File: src/rtl/regfile_wb_arbiter.sv
// Register-file write-back arbiter: three requesters (ALU, load, MDU) share one write port.
// Define WB_ROUND_ROBIN_EN for round-robin arbitration; otherwise fixed priority alu > mem > mdu.
module regfile_wb_arbiter #(
  parameter int XLEN  = 32,
  parameter int CNT_W = 16
) (
  input  logic             clk,
  input  logic             rst,
  input  logic             hold,
  input  logic             alu_valid,
  output logic             alu_ready,
  input  logic [4:0]       alu_rd,
  input  logic [XLEN-1:0]  alu_data,
  input  logic             mem_valid,
  output logic             mem_ready,
  input  logic [4:0]       mem_rd,
  input  logic [XLEN-1:0]  mem_data,
  input  logic             mdu_valid,
  output logic             mdu_ready,
  input  logic [4:0]       mdu_rd,
  input  logic [XLEN-1:0]  mdu_data,
  output logic             rf_we,
  output logic [4:0]       rf_waddr,
  output logic [XLEN-1:0]  rf_wdata,
  output logic [CNT_W-1:0] conflict_cnt
);

  logic [2:0]       valid_s;
  logic [2:0]       grant_s;
  logic [1:0]       gidx_s;
  logic             xfer_s;
  logic             conflict_s;
  logic [4:0]       sel_rd_s;
  logic [XLEN-1:0]  sel_data_s;
  logic             rf_we_r;
  logic [4:0]       rf_waddr_r;
  logic [XLEN-1:0]  rf_wdata_r;
  logic [CNT_W-1:0] conflict_cnt_r;

  assign valid_s = {mdu_valid, mem_valid, alu_valid};

`ifdef WB_ROUND_ROBIN_EN
  logic [1:0] last_grant_r;

  // One-hot grant of the first valid requester searching upward from 'start', wrapping mod 3.
  function automatic logic [2:0] rr_pick(input logic [2:0] v, input logic [1:0] start);
    logic [2:0] g;
    g = 3'b000;
    case (start)
      2'd0: begin
        if (v[0])      g = 3'b001;
        else if (v[1]) g = 3'b010;
        else if (v[2]) g = 3'b100;
        else           g = 3'b000;
      end
      2'd1: begin
        if (v[1])      g = 3'b010;
        else if (v[2]) g = 3'b100;
        else if (v[0]) g = 3'b001;
        else           g = 3'b000;
      end
      default: begin
        if (v[2])      g = 3'b100;
        else if (v[0]) g = 3'b001;
        else if (v[1]) g = 3'b010;
        else           g = 3'b000;
      end
    endcase
    return g;
  endfunction

  // Round-robin grant, search begins just after the last granted requester.
  always_comb begin
    grant_s = 3'b000;
    if (rst || hold) begin
      grant_s = 3'b000;
    end else begin
      case (last_grant_r)
        2'd0:    grant_s = rr_pick(valid_s, 2'd1);
        2'd1:    grant_s = rr_pick(valid_s, 2'd2);
        default: grant_s = rr_pick(valid_s, 2'd0);
      endcase
    end
  end

  // Pointer only moves on an actual transfer; reset favours requester 0 next.
  always_ff @(posedge clk) begin
    if (rst) begin
      last_grant_r <= 2'd2;
    end else if (xfer_s) begin
      last_grant_r <= gidx_s;
    end else begin
      last_grant_r <= last_grant_r;
    end
  end
`else
  // Fixed-priority grant: alu over mem over mdu.
  always_comb begin
    grant_s = 3'b000;
    if (rst || hold) begin
      grant_s = 3'b000;
    end else if (valid_s[0]) begin
      grant_s = 3'b001;
    end else if (valid_s[1]) begin
      grant_s = 3'b010;
    end else if (valid_s[2]) begin
      grant_s = 3'b100;
    end else begin
      grant_s = 3'b000;
    end
  end
`endif

  assign xfer_s     = |grant_s;
  assign alu_ready  = grant_s[0];
  assign mem_ready  = grant_s[1];
  assign mdu_ready  = grant_s[2];
  assign conflict_s = !hold && ((valid_s[0] && valid_s[1]) || (valid_s[0] && valid_s[2]) ||
                                (valid_s[1] && valid_s[2]));

  // Encode the one-hot grant and select the winning rd/data.
  always_comb begin
    gidx_s     = 2'd0;
    sel_rd_s   = alu_rd;
    sel_data_s = alu_data;
    case (grant_s)
      3'b010: begin
        gidx_s     = 2'd1;
        sel_rd_s   = mem_rd;
        sel_data_s = mem_data;
      end
      3'b100: begin
        gidx_s     = 2'd2;
        sel_rd_s   = mdu_rd;
        sel_data_s = mdu_data;
      end
      default: begin
        gidx_s     = 2'd0;
        sel_rd_s   = alu_rd;
        sel_data_s = alu_data;
      end
    endcase
  end

  // Write port register: address/data follow every transfer, x0 writes are suppressed.
  always_ff @(posedge clk) begin
    if (rst) begin
      rf_we_r    <= 1'b0;
      rf_waddr_r <= 5'd0;
      rf_wdata_r <= {XLEN{1'b0}};
    end else if (xfer_s) begin
      rf_we_r    <= (sel_rd_s != 5'd0);
      rf_waddr_r <= sel_rd_s;
      rf_wdata_r <= sel_data_s;
    end else begin
      rf_we_r    <= 1'b0;
      rf_waddr_r <= rf_waddr_r;
      rf_wdata_r <= rf_wdata_r;
    end
  end

  // Saturating count of cycles with competing requests.
  always_ff @(posedge clk) begin
    if (rst) begin
      conflict_cnt_r <= {CNT_W{1'b0}};
    end else if (conflict_s && (conflict_cnt_r != {CNT_W{1'b1}})) begin
      conflict_cnt_r <= conflict_cnt_r + {{(CNT_W-1){1'b0}}, 1'b1};
    end else begin
      conflict_cnt_r <= conflict_cnt_r;
    end
  end

  assign rf_we        = rf_we_r;
  assign rf_waddr     = rf_waddr_r;
  assign rf_wdata     = rf_wdata_r;
  assign conflict_cnt = conflict_cnt_r;

endmodule

File: config.mk
export PLATFORM = sky130hd
export DESIGN_NAME = regfile_wb_arbiter
export DESIGN_NICKNAME = d
export VERILOG_FILES = /design/src/rtl/regfile_wb_arbiter.sv
export SDC_FILE = /design/constraint.sdc
export NUM_CORES = 1
export LEC_CHECK = 0
export CAP_MARGIN = 20
export CORE_ASPECT_RATIO = 1.1
export CORE_UTILIZATION = 40
export CTS_BUF_LIST = sky130_fd_sc_hd__clkbuf_4 sky130_fd_sc_hd__clkbuf_8
export CTS_CLUSTER_SIZE = 20
export DETAILED_ROUTE_END_ITERATION = 12
export PLACE_DENSITY = 0.88
export SYNTH_ARGS = -nofsm -noshare
export SYNTH_HDL_FRONTEND = slang
export SYNTH_SLANG_ARGS = --single-unit
export TNS_END_PERCENT = 30
File: constraint.sdc
create_clock -name clk -period 2.7 [get_ports clk]
set_clock_uncertainty 0.2 [all_clocks]
set_input_delay 0.405 -clock clk [delete_from_list [all_inputs] [get_ports clk]]
set_output_delay 0.405 -clock clk [all_outputs]
set_load 0.01 [all_outputs]
**Yosys cells after proc, flatten, opt, wreduce, memory -nomap -nowiden**

Cells that the tools add are included.

- Bitwise operators: 1
- Add/sub/neg operators: 1
- Mux-type cells: 6
- Reductions and logical operators: 12
- Equality and inequality tests: 3

Operators with widths:

| cell | number |
|---|---|
| 32-bit case mux with 2 select lines | 1 |
| 16-bit by 1-bit adder with 16-bit output (second input constant) | 1 |
| 16-bit != test (second input constant) | 1 |
| 3-bit two-way mux | 4 |
| 5-bit case mux with 2 select lines | 1 |
| 1-bit logical AND | 5 |
| 5-bit nonzero test | 1 |
| 3-bit by 2-bit equality test with 1-bit output (second input constant) | 1 |
| 3-bit equality test (second input constant) | 1 |
| 1-bit logical OR | 3 |
| 3-bit OR reduction | 1 |
| 2-bit OR reduction | 1 |
| 1-bit zero test | 1 |
| 1-bit inverter | 1 |

- Input port bits: 117
- Bits in registers: 54
- Word-level logic and storage cells: 27

**Longest topological paths before layout**

Gate-level depths: netlist (run 1).

- Word-level depth: 7
- Gate-level depth with buffers: 7
- Mapped depth without buffers: 6

**Least setup slack after synthesis (run 1)**

OpenSTA, ideal clock, no wires.

- Path kind: input-to-reg
- Start: input alu_valid
- End: register rf_we_r (netlist: rf_we)
- Stages: 6
- Library setup time: 0.142 ns
- Data arrival time: 1.674 ns
- Path slack: 0.684 ns
- Path buffers: 1
- Cells stage by stage: or3_1 -> buf_2 -> o32a_1 -> o221a_2 -> nor4_1 -> a21oi_1

- Longest elaborated chain between the ends: 5

Ends and longest elaborated chain:

| element | line | RTL |
|---|---|---|
| start, declared | 10 | `input logic alu_valid,` |
| 3-bit two-way mux (*) | 102 | `end else if (valid_s[0]) begin` |
| 3-bit two-way mux (*) | 100 | `if (rst \|\| hold) begin` |
| 3-bit equality test (tied with other cells) | -- |  |
| 5-bit case mux with 2 select lines / 1-bit inverter (equally long branches) | -- |  |
| 5-bit nonzero test / 2-bit OR reduction (equally long branches) | -- |  |
| end signal, assigned | 152 | `rf_we_r <= (sel_rd_s != 5'd0);` |
| end, declared | 35 | `logic rf_we_r;` |

Every way passes the cells marked *; elsewhere a longest branch is shown, timed or not.
A chain may end at the register's enable or synchronous reset.

**Final worst setup path (run 1)**

- Start: input alu_valid
- End: output mdu_ready

- Longest elaborated chain between the ends: 2

Ends and longest elaborated chain:

| element | line | RTL |
|---|---|---|
| 3-bit two-way mux | 102 |  |
| 3-bit two-way mux | 100 |  |
| end, declared | 19 | `output logic mdu_ready,` |

Every way passes these cells.

==> out/summary.txt, run 1 <==
====================================================================================
Outcome                                                                 finished, final reports clean
Cell types with the largest area share after synthesis                  sky130_fd_sc_hd__dfxtp_1, sky130_fd_sc_hd__nand2_1, sky130_fd_sc_hd__a311oi_1, sky130_fd_sc_hd__o21ai_0, sky130_fd_sc_hd__nor2_1
Latest clock arrival within the worst-skew pair                              0.31 ns
Reg-to-Reg Start                                                        conflict_cnt[2]
CTS buffer count                                                                   5
Global Route Usage Sum                                                         26.0%
Power density of the placed cells                                         378 nW/um2
Synth Area in Simple Gates                                                     24.4%
Total wirelength of the detailed-routed design                               9280 um
Fraction of synthesized cell area taken by the top area cell type              40.4%
Mean routed wirelength per cell                                              15.6 um
# Max-Cap Violations                                                               0
Vias per inst                                                                   5.43
Count of instances resized after the clock tree is built                           0
Most numerous cell types in the synthesized netlist                     sky130_fd_sc_hd__nand2_1, sky130_fd_sc_hd__dfxtp_1, sky130_fd_sc_hd__nor2_1
Antenna violations before repair                                                   0
Count of distinct cell types in the synthesized netlist                           41
Number of synthesized flops with an enable pin                                     0
Primary FF master, synth                                                sky130_fd_sc_hd__dfxtp_1
Synthesized netlist cell count                                                   346
Total iterations of the first detailed-routing run                                 5
Time the final worst path needs with I/O delays and setup                    2.62 ns
Synthesized net count                                                            464
Synthesized flop and latch total                                                  54
Critical path endpoint category                                         primary output
Most instantiated library cell after synthesis                          sky130_fd_sc_hd__nand2_1
Standard-cell row count                                                           30
Crit Path Category                                                      input pin to primary output
Fillcell total                                                                   495
RePlAce Congestion                                                             0.837
Vias in the first global route                                                  3120
Main combinational cell family by area after synthesis                  compound AO/OA/AOI/OAI gates
Maximum clock frequency                                                      382 MHz
Number of setup buffers added after CTS                                            0
Deepest clock path buffer count                                                    2
Worst Path Arrival                                                           2.01 ns
Leakage dissipation                                                          1.59 nW
Iteration-0 DRC Markers                                                          129
Signed area change from the synthesized netlist to the final layout            71.3%
Cell area after technology mapping                                          2680 um2
Number of nets with antenna violations after detailed routing                      0
Clock sink count                                                                  54
XOR/XNOR share of the synthesized area                                         3.60%
Clock transition at path regs                                                0.09 ns
Post-synthesis cell type with the largest combined area                 sky130_fd_sc_hd__dfxtp_1
# setup viols final                                                                0
Non-filler instance count after layout                                           595
Setup TNS                                                                       0 ns
Number of hold-repair buffers added at the cts stage                               0
Final Hold Vio Count                                                               0
Share of final-layout standard cells stronger than drive strength 1            5.83%
Remaining global-route overflow                                                    0
Clock Tree Root                                                         sky130_fd_sc_hd__clkbuf_8
Top fanout value on the critical path                                              2
# nets final                                                                     633
Mean instance size in the synthesized netlist                               7.74 um2
X dimension of the die                                                       80.0 um
Post-synthesis adder-cell area fraction                                       0.841%
Vias after detailed routing                                                     3233
Hold WC Path Type                                                       flop to flop
Reg2Reg Setup Slack                                                          0.65 ns
Hold path cells                                                                    2
Area of the core                                                            6310 um2
Share of flip-flops with an asynchronous set or reset after synthesis             0%
Data required time at the worst endpoint                                     2.10 ns
Unrepaired setup endpoints after global routing                                false
Initial standard-cell utilization of the core                                  42.5%
Detailed placer's ending HPWL                                                6870 um
Warnings from Yosys                                                                0
Multiplexer fraction of the synthesized cell area                             0.747%
First-pass GRT wire length                                                  14400 um
Reg2reg path depth                                                                 5
Transition time at the pin with the least slew margin                       0.572 ns
I/O pin total                                                                    174
Die Footprint                                                               7030 um2
Sequential cell area fraction in the yosys report                              40.4%
Startpoint of the worst hold path                                        rf_waddr[3]
Fin crit share                                                                 96.9%
Maximum number of pins on one net before global-route repair                      54
Max VDD drop                                                              0.000284 V
CTS tree                                                                         yes
Number of H-tree levels                                                            2
Cell count after placement                                                       588
Critical path launch point type                                            input pin
Diodes inserted                                                                    0
Final-report max-slew violation count                                              0
Synthesized-area fraction occupied by ao, oa, aoi and oai cells                25.8%
Launch point of the critical path                                          alu_valid
Height of the die                                                            87.8 um
DRC                                                                                0
Rel. slew slack                                                                61.8%
Count of input and output buffers                                                173
====================================================================================
cells by family after synthesis:
group	count (synthesis)
mux	2
flops	54
simple gates	152
fa+ha+maj	2
compound gates	98
buf+inv	27
xor+xnor	11
metrics by stage:
step / cell area, um2 / total power [mW] / hold slack (ns) / utilization (%) / setup slack, ns
2_1_floorplan: 2680 / 1.01 / 0.281 / - / 0.684
3_5_place_dp: 4510 / 1.30 / 0.248 / 71.4 / 0.0750
3_3_place_gp: 4510 / 1.29 / 0.243 / 71.4 / 0.104
4_1_cts: 4590 / 1.75 / 0.261 / 72.8 / 0.0819
6_report: 4590 / 1.74 / 0.257 / 72.8 / 0.0844
5_1_grt: 4590 / 1.81 / 0.286 / 72.8 / 0.0265
final timing paths:
kind	end
worst min-delay path	rf_waddr[3]
worst max register to register	conflict_cnt[15]
worst min register to register	rf_waddr[3]
worst max-delay path	mdu_ready
report_power, final:
part / internal (mW) / leakage (nW) / switching (mW)
Sequential: 0.836 / 0.442 / 0.0204
Clock: 0.199 / 0.0452 / 0.250
Combinational: 0.271 / 1.11 / 0.158
Total: 1.31 / 1.59 / 0.429
routing by layer:
| layer | track usage (%) | wire length, um |
|---|---|---|
| met1 | 28.8 | 3590 |
| met2 | 46.0 | 4500 |
| met3 | 7.50 | 940 |
| met4 | 11.9 | 247 |
| met5 | 0 | 0 |
sequential cells by signal (all words and copies together) (netlist names):
signal / flops
rf_waddr: 5
rf_we: 1
rf_wdata: 32
conflict_cnt: 16
final cells by class:
| cell class | count | area (um2) | area share [%] |
|---|---|---|---|
| Inverter | 2 | 7.51 | 0.164 |
| Tap cell | 80 | 100 | 2.18 |
| Timing Repair Buffer | 187 | 1830 | 39.9 |
| Clock buffer | 7 | 83.8 | 1.83 |
| Sequential cell | 54 | 1080 | 23.6 |
| Multi-Input combinational cell | 265 | 1490 | 32.4 |
placed cells by master (no fill, tap or decap), types with 2 or more instances in the layout:
cell type                           n
sky130_fd_sc_hd__a211oi_1           3
sky130_fd_sc_hd__o2111ai_1          4
sky130_fd_sc_hd__o21ai_0           36
sky130_fd_sc_hd__o221a_2            4
sky130_fd_sc_hd__xor2_1            11
sky130_fd_sc_hd__a21oi_1            9
sky130_fd_sc_hd__nand2_1           80
sky130_fd_sc_hd__clkdlybuf4s50_1  172
sky130_fd_sc_hd__mux2i_1            2
sky130_fd_sc_hd__nand3_1            3
sky130_fd_sc_hd__and4b_1            2
sky130_fd_sc_hd__o211ai_1           2
sky130_fd_sc_hd__o32a_1             4
sky130_fd_sc_hd__nor2_1            48
sky130_fd_sc_hd__buf_4             14
sky130_fd_sc_hd__clkbuf_4           2
sky130_fd_sc_hd__a22oi_1            2
sky130_fd_sc_hd__and4_1             2
sky130_fd_sc_hd__and3_1             3
sky130_fd_sc_hd__or3_1              2
sky130_fd_sc_hd__a311oi_1          31
sky130_fd_sc_hd__dfxtp_1           54
sky130_fd_sc_hd__clkbuf_8           5
critical path, cell delays in order:
cell,delay [ns]
sky130_fd_sc_hd__clkdlybuf4s50_1,0.44
sky130_fd_sc_hd__or3_1,0.43
sky130_fd_sc_hd__nor2_2,0.17
sky130_fd_sc_hd__clkdlybuf4s50_1,0.56
Power figures use the tool's default switching activity.
==> run 2: changes to the inputs <==
- CORE_ASPECT_RATIO: 1.1 -> default
- CORE_MARGIN: default -> 2
==> run 2 against run 1 <==
Net effect:
- the run now ends with DRC left
- fmax up 0.36%
- first-iteration DRC count down 2.3%
- design area up 0.82%
- sequential share of layout area down 0.19 points
- worst setup slack better by 0.0093 ns
- flip-flop and latch count unchanged
- total power up 4.4%
- clock-buffer cell count up 1
- largest power group unchanged
==> out/summary.txt, run 2 (same netlist as run 1, synthesis figures left out) <==
==================================================================================
Outcome                                                               finished, violations left
Violations in the final reports                                                DRC
Net switching component of the power                                      0.442 mW   +3.2%
Height of the die                                                          85.8 um   -2.3%
Total wirelength of the detailed-routed design                             9370 um   +0.92%
Number of hold-repair buffers added at the cts stage                             0   unchanged
Clock Tree Root                                                       sky130_fd_sc_hd__clkbuf_8
Seq. cell area                                                            1080 um2   unchanged
Fillcell total                                                                 493   -0.40%
Sequential share of power                                                    47.3%   -2.0 points
Count of input and output buffers                                              173   unchanged
Rel. slew slack                                                              71.7%   +9.9 points
Vias in the first global route                                                3124   +0.13%
CTS buffer count                                                                 5   unchanged
Die Footprint                                                             7370 um2   +4.8%
Iteration-0 DRC Markers                                                        126   -2.3%
Final-report max-slew violation count                                            0   unchanged
Leading cell type in the layout, fill and taps excluded               sky130_fd_sc_hd__clkdlybuf4s50_1
# nets final                                                                   633   unchanged
CP max-delay cell                                                     sky130_fd_sc_hd__clkdlybuf4s50_1
Cell-by-cell listing of the critical path                             clkdlybuf4s50_1 > buf_4 > nor3_2 > nand2_2 > inv_2 > clkdlybuf4s50_1
Share of final-layout standard cells stronger than drive strength 1          6.20%   +0.38 points
Top fanout value on the critical path                                            5   +3
First-pass GRT wire length                                                14300 um   about the same
Footprint of the multi-input gates                                        1490 um2   +0.17%
Final Hold Vio Count                                                             0   unchanged
Share of total power in combinational logic                                  23.9%   -0.9 points
Deepest clock path buffer count                                                  2   unchanged
Number of nets with antenna violations after detailed routing                    0   unchanged
Critical path endpoint category                                       primary output
Most common cell type on the critical path                            sky130_fd_sc_hd__clkdlybuf4s50_1
Cell Int Power                                                             1.37 mW   +4.7%
Total length of routed met3 wires                                           789 um   -16%
Latest clock arrival within the worst-skew pair                            0.29 ns   -0.02 ns
Vias after detailed routing                                                   3280   +1.5%
Sum of routed wire segments on met1                                        3500 um   -2.6%
# setup viols final                                                              0   unchanged
Remaining global-route overflow                                                  0   unchanged
Number of setup buffers added after CTS                                          0   unchanged
Switching power share of the total                                           24.4%   -0.28 points
Maximum single-stage delay on the critical path                            0.55 ns   about the same
DRC                                                                             11   +11
Maximum number of pins on one net before global-route repair                    34   -37%
Post-route total power                                                     1.81 mW   +4.4%
Most frequent cells in the layout                                     sky130_fd_sc_hd__clkdlybuf4s50_1, sky130_fd_sc_hd__nand2_1, sky130_fd_sc_hd__dfxtp_1, sky130_fd_sc_hd__nor2_1, sky130_fd_sc_hd__o21ai_0
# Max-Cap Violations                                                             0   unchanged
Signed area change from the synthesized netlist to the final layout          72.7%
Global Route Usage Sum                                                       24.2%   -1.8 points
Antenna violations before repair                                                 0   unchanged
Max reg flops                                                                   32   unchanged
Time the final worst path needs with I/O delays and setup                  2.61 ns   -0.00928 ns
Crit Path Category                                                    input pin to primary output
Standard-cell row count                                                         29   -3.3%
I/O pin total                                                                  174   unchanged
Mean routed wirelength per cell                                            15.8 um   +1.3%
Leakage dissipation                                                        1.61 nW   +1.2%
X dimension of the die                                                     85.8 um   +7.3%
Data required time at the worst endpoint                                   2.10 ns   about the same
Clock sink count                                                                54   unchanged
Met2 routed wirelength                                                     4840 um   +7.6%
Critical path launch point type                                          input pin
Reg2Reg Setup Slack                                                        0.71 ns   +0.06 ns
Clock transition at path regs                                              0.09 ns   about the same
Maximum clock frequency                                                    384 MHz   +0.36%
Transition time at the pin with the least slew margin                     0.418 ns   -0.154 ns
Hold WC Path Type                                                     input pin to flop
Unrepaired setup endpoints after global routing                              false
Area of the core                                                          6420 um2   +1.8%
CTS tree                                                                       yes
Total iterations of the first detailed-routing run                              10   +5
Top layer used by detailed routing                                            met4
Detailed placer's ending HPWL                                              7260 um   +5.7%
Setup TNS                                                                     0 ns   unchanged
Power density of the placed cells                                       391 nW/um2   +3.5%
Fin crit share                                                               96.5%   -0.34 points
Clock network fraction of design power                                       28.8%   +2.9 points
Count of instances resized after the clock tree is built                         0   unchanged
RePlAce Congestion                                                           0.899   +7.4%
Max VDD drop                                                            0.000221 V   -22%
Worst Path Arrival                                                         2.00 ns   about the same
Initial standard-cell utilization of the core                                41.7%   -0.77 points
Number of H-tree levels                                                          2   unchanged
Vias per inst                                                                 5.53   +1.8%
Diodes inserted                                                                  0   unchanged
==================================================================================
run 2: cell count changes in the layout (fill, tap and decap cells not counted):
cell | previous run | this run
sky130_fd_sc_hd__buf_4 | 14 | 13
sky130_fd_sc_hd__clkbuf_4 | 2 | 0
sky130_fd_sc_hd__nand2_1 | 80 | 79
sky130_fd_sc_hd__nand2_2 | 0 | 1
sky130_fd_sc_hd__buf_12 | 0 | 1
sky130_fd_sc_hd__clkbuf_8 | 5 | 8
run 2: area by class of cell:
cell class / instances / share of cell area, %
well taps: 77 / 2.08
clock buffers: 8 / 2.38
repair buffers: 187 / 39.9
inverters: 2 / 0.162
flip-flops and latches: 54 / 23.4
multi-input cells: 265 / 32.2
run 2: stage by stage:
| step | worst slack, ns | hold slack (ns) | utilization, % | instances | instance area, um2 |
|---|---|---|---|---|---|
| after CTS | 0.0475 | 0.234 | 72.0 | 593 | 4620 |
| after detailed placement | 0.0548 | 0.250 | 70.3 | 585 | 4510 |
| after global routing | 0.0409 | 0.245 | 72.0 | 593 | 4630 |
| after floorplan | 0.684 | 0.281 | - | 346 | 2680 |
| after global placement | 0.105 | 0.244 | 70.3 | 585 | 4510 |
| final | 0.0937 | 0.238 | 72.0 | 593 | 4630 |
run 2: path summary, 6_finish.rpt:
check,start,depth (start not counted),end
setup / recovery,alu_valid,6,mem_ready
hold / removal,rst,2,conflict_cnt[5]
setup reg to reg,conflict_cnt[2],5,conflict_cnt[15]
hold reg to reg,rf_waddr[0],2,rf_waddr[0]
run 2: power by group through the flow:
stage | logic [mW] | registers, mW | clock network, mW
5_1_grt | 0.463 | 0.861 | 0.561
3_3_place_gp | 0.422 | 0.874 | 0
2_1_floorplan | 0.118 | 0.893 | 0
4_1_cts | 0.433 | 0.857 | 0.527
3_5_place_dp | 0.431 | 0.876 | 0
6_report | 0.432 | 0.857 | 0.522
run 2: worst max-delay path, delay by kind of cell:
kind,cells,cell delay [ns]
buffers and inverters,4,1.23
and+or+nand+nor,2,0.36
run 2: per-layer routing:
layer / vias up / global-route usage, %
met2: 161 / 43.8
met5: - / 0
met1: 1518 / 27.6
met4: 0 / 9.52
li1: 1580 / -
met3: 21 / 5.10
==> run 3: changes to the inputs <==
- ABC_AREA: default -> 1
- CORE_UTILIZATION: 40 -> 42
==> run 3 against run 2 <==
Net effect:
- the run now ends clean
- fmax is 1.2% higher
- sequential share of layout area is 1.4 points lower
- flip-flop and latch count stayed put
- routed wire length is 8.8% higher
- synthesized area is 11% higher
- sequential power is 2% higher
- non-clock buffer count is 3 higher
- critical path type unchanged
- largest power group unchanged
==> out/summary.txt, run 3 <==
====================================================================================
Outcome                                                                 finished, final reports clean
Synthesized net count                                                            545   +17%
Mean instance size in the synthesized netlist                               6.98 um2   -9.8%
Data required time at the worst endpoint                                     2.10 ns   about the same
Number of synthesized flops with an enable pin                                     0   unchanged
Critical path launch point type                                            input pin
Worst Path Arrival                                                           1.97 ns   -0.03 ns
Top fanout value on the critical path                                              8   +3
Most numerous cell types in the synthesized netlist                     sky130_fd_sc_hd__nand2_1, sky130_fd_sc_hd__dfxtp_1, sky130_fd_sc_hd__nand3_1
Share of flip-flops with an asynchronous set or reset after synthesis             0%   unchanged
Number of nets with antenna violations after detailed routing                      0   unchanged
Sequential cell area fraction in the yosys report                              36.3%   -4.1 points
# Max-Cap Violations                                                               0   unchanged
Post-synthesis cell type with the largest combined area                 sky130_fd_sc_hd__dfxtp_1
Power density of the placed cells                                         375 nW/um2   -4.2%
Deepest clock path buffer count                                                    2   unchanged
Detailed placer's ending HPWL                                                8000 um   +10%
Area of the core                                                            6830 um2   +6.4%
Time the final worst path needs with I/O delays and setup                    2.58 ns   -0.0296 ns
Fillcell total                                                                   585   +19%
Fraction of synthesized cell area taken by the top area cell type              36.3%   -4.1 points
Count of instances resized after the clock tree is built                           0   unchanged
Final Hold Vio Count                                                               0   unchanged
Reg2reg path depth                                                                 8   +3
Number of setup buffers added after CTS                                            0   unchanged
Max VDD drop                                                              0.000207 V   -6.2%
Synthesized flop and latch total                                                  54   unchanged
Vias after detailed routing                                                     3672   +12%
CTS tree                                                                         yes
Synthesized netlist cell count                                                   427   +23%
Fin crit share                                                                 95.4%   -1.1 points
Iteration-0 DRC Markers                                                          135   +7.1%
Warnings from Yosys                                                                0   unchanged
Cell types with the largest area share after synthesis                  sky130_fd_sc_hd__dfxtp_1, sky130_fd_sc_hd__nand2_1, sky130_fd_sc_hd__a31oi_1, sky130_fd_sc_hd__nand3_1, sky130_fd_sc_hd__o21ai_1
Cell area after technology mapping                                          2980 um2   +11%
Count of input and output buffers                                                173   unchanged
Global Route Usage Sum                                                         25.6%   +1.4 points
Most instantiated library cell after synthesis                          sky130_fd_sc_hd__nand2_1
Max reg flops                                                                     32   unchanged
Hold WC Path Type                                                       flop to flop
Signed area change from the synthesized netlist to the final layout            64.8%
Total iterations of the first detailed-routing run                                 5   -5
Diodes inserted                                                                    0   unchanged
Footprint of the multi-input gates                                          1650 um2   +11%
Hold path cells                                                                    2   unchanged
Leading cell type in the layout, fill and taps excluded                 sky130_fd_sc_hd__clkdlybuf4s50_1
Final-report max-slew violation count                                              0   unchanged
I/O pin total                                                                    174   unchanged
Rel. slew slack                                                                74.8%   +3.1 points
# nets final                                                                     716   +13%
Most frequent cells in the layout                                       sky130_fd_sc_hd__clkdlybuf4s50_1, sky130_fd_sc_hd__nand2_1, sky130_fd_sc_hd__dfxtp_1, sky130_fd_sc_hd__nand3_1, sky130_fd_sc_hd__o21ai_1
Clock sink count                                                                  54   unchanged
Transition time at the pin with the least slew margin                       0.376 ns   -0.0422 ns
DRC                                                                                0   -11
Crit Path Category                                                      input pin to primary output
Seq. cell area                                                              1080 um2   unchanged
Standard-cell row count                                                           30   +3.4%
Setup TNS                                                                       0 ns   unchanged
CTS buffer count                                                                   5   unchanged
Leakage dissipation                                                          1.89 nW   +17%
Clock transition at path regs                                                0.10 ns   about the same
Count of distinct cell types in the synthesized netlist                           33   -20%
Share of final-layout standard cells stronger than drive strength 1            7.18%   +0.98 points
# setup viols final                                                                0   unchanged
Vias per inst                                                                   5.28   -4.5%
Antenna violations before repair                                                   0   unchanged
Vias in the first global route                                                  3423   +9.6%
Number of H-tree levels                                                            2   unchanged
Unrepaired setup endpoints after global routing                                false
Maximum number of pins on one net before global-route repair                      35   +2.9%
Die Footprint                                                               7790 um2   +5.7%
Critical path endpoint category                                         primary output
Mean routed wirelength per cell                                              14.7 um   -7.1%
Height of the die                                                            88.2 um   +2.8%
Initial standard-cell utilization of the core                                  43.6%   +1.9 points
Number of hold-repair buffers added at the cts stage                               0   unchanged
Total wirelength of the detailed-routed design                              10200 um   +8.8%
First-pass GRT wire length                                                  15500 um   +8.3%
Latest clock arrival within the worst-skew pair                              0.31 ns   +0.02 ns
RePlAce Congestion                                                             0.855   -4.9%
X dimension of the die                                                       88.2 um   +2.8%
Primary FF master, synth                                                sky130_fd_sc_hd__dfxtp_1
Placement Cell Area                                                         4820 um2   +6.7%
Remaining global-route overflow                                                    0   unchanged
Maximum clock frequency                                                      388 MHz   +1.2%
Clock Tree Root                                                         sky130_fd_sc_hd__clkbuf_8
Area of all placed cells without fillers                                    4910 um2   +6.1%
====================================================================================
## run 3: changes by cell type after synthesis, sizes merged, moves of 13 or more
cell,change
a31oi,+28
a311oi,-31
nor2,-14
nand2,+25
inv,+26
a22oi,+16
nor3,+13
nand3,+31
## run 3: power breakdown
group	total, mW	switching [mW]	leakage, nW	internal, mW
combinational	0.488	0.194	1.40	0.294
clock	0.482	0.264	0.0517	0.218
sequential	0.872	0.0287	0.442	0.843
## run 3: final timing paths
path	slack [ns]	endpoint	startpoint
worst min-delay path	0.31	conflict_cnt[13]	conflict_cnt[13]
worst max register to register	0.75	conflict_cnt[15]	conflict_cnt[0]
worst min register to register	0.31	conflict_cnt[13]	conflict_cnt[13]
worst max-delay path	0.12	alu_ready	hold
## run 3: cell type report
| cell class | instances | area share (%) |
|---|---|---|
| clock buffers | 7 | 1.83 |
| clock inverters | 1 | 0.102 |
| flip-flops and latches | 54 | 22.0 |
| well taps | 96 | 2.45 |
| multi-input cells | 319 | 33.6 |
| repair buffers | 190 | 37.9 |
| inverters | 28 | 2.14 |
## run 3: stage by stage
stage	hold slack, ns	utilization (%)	instances	setup slack, ns	total power, mW
6_report	0.312	71.9	695	0.123	1.84
5_1_grt	0.350	71.9	695	0.0600	1.92
4_1_cts	0.311	71.9	695	0.132	1.85
3_5_place_dp	0.290	70.5	687	0.103	1.38
3_3_place_gp	0.288	70.5	687	0.176	1.37
2_1_floorplan	0.274	-	427	0.908	1.06
## run 3: cell families after synthesis
family,Yosys count,synth area share [%]
simple gates,207,32.0
compound gates,102,20.3
buf+inv,54,8.35
flops,54,36.3
xor+xnor,9,2.64
fa+ha+maj,1,0.420
## run 3: worst max-delay path, stage by stage
cell	delay, ns
sky130_fd_sc_hd__clkdlybuf4s50_1	0.47
sky130_fd_sc_hd__nor2_4	0.31
sky130_fd_sc_hd__inv_2	0.07
sky130_fd_sc_hd__nor2_2	0.12
sky130_fd_sc_hd__clkdlybuf4s50_1	0.59
## run 3: metal layers
| layer | vias to the layer above | GRT usage, % | share of wire [%] |
|---|---|---|---|
| met2 | 170 | 47.4 | 53 |
| li1 | 1797 | - | - |
| met4 | 0 | 10.1 | 3.1 |
| met3 | 25 | 6.53 | 7.7 |
| met1 | 1680 | 27.8 | 37 |
| met5 | - | 0 | 0 |
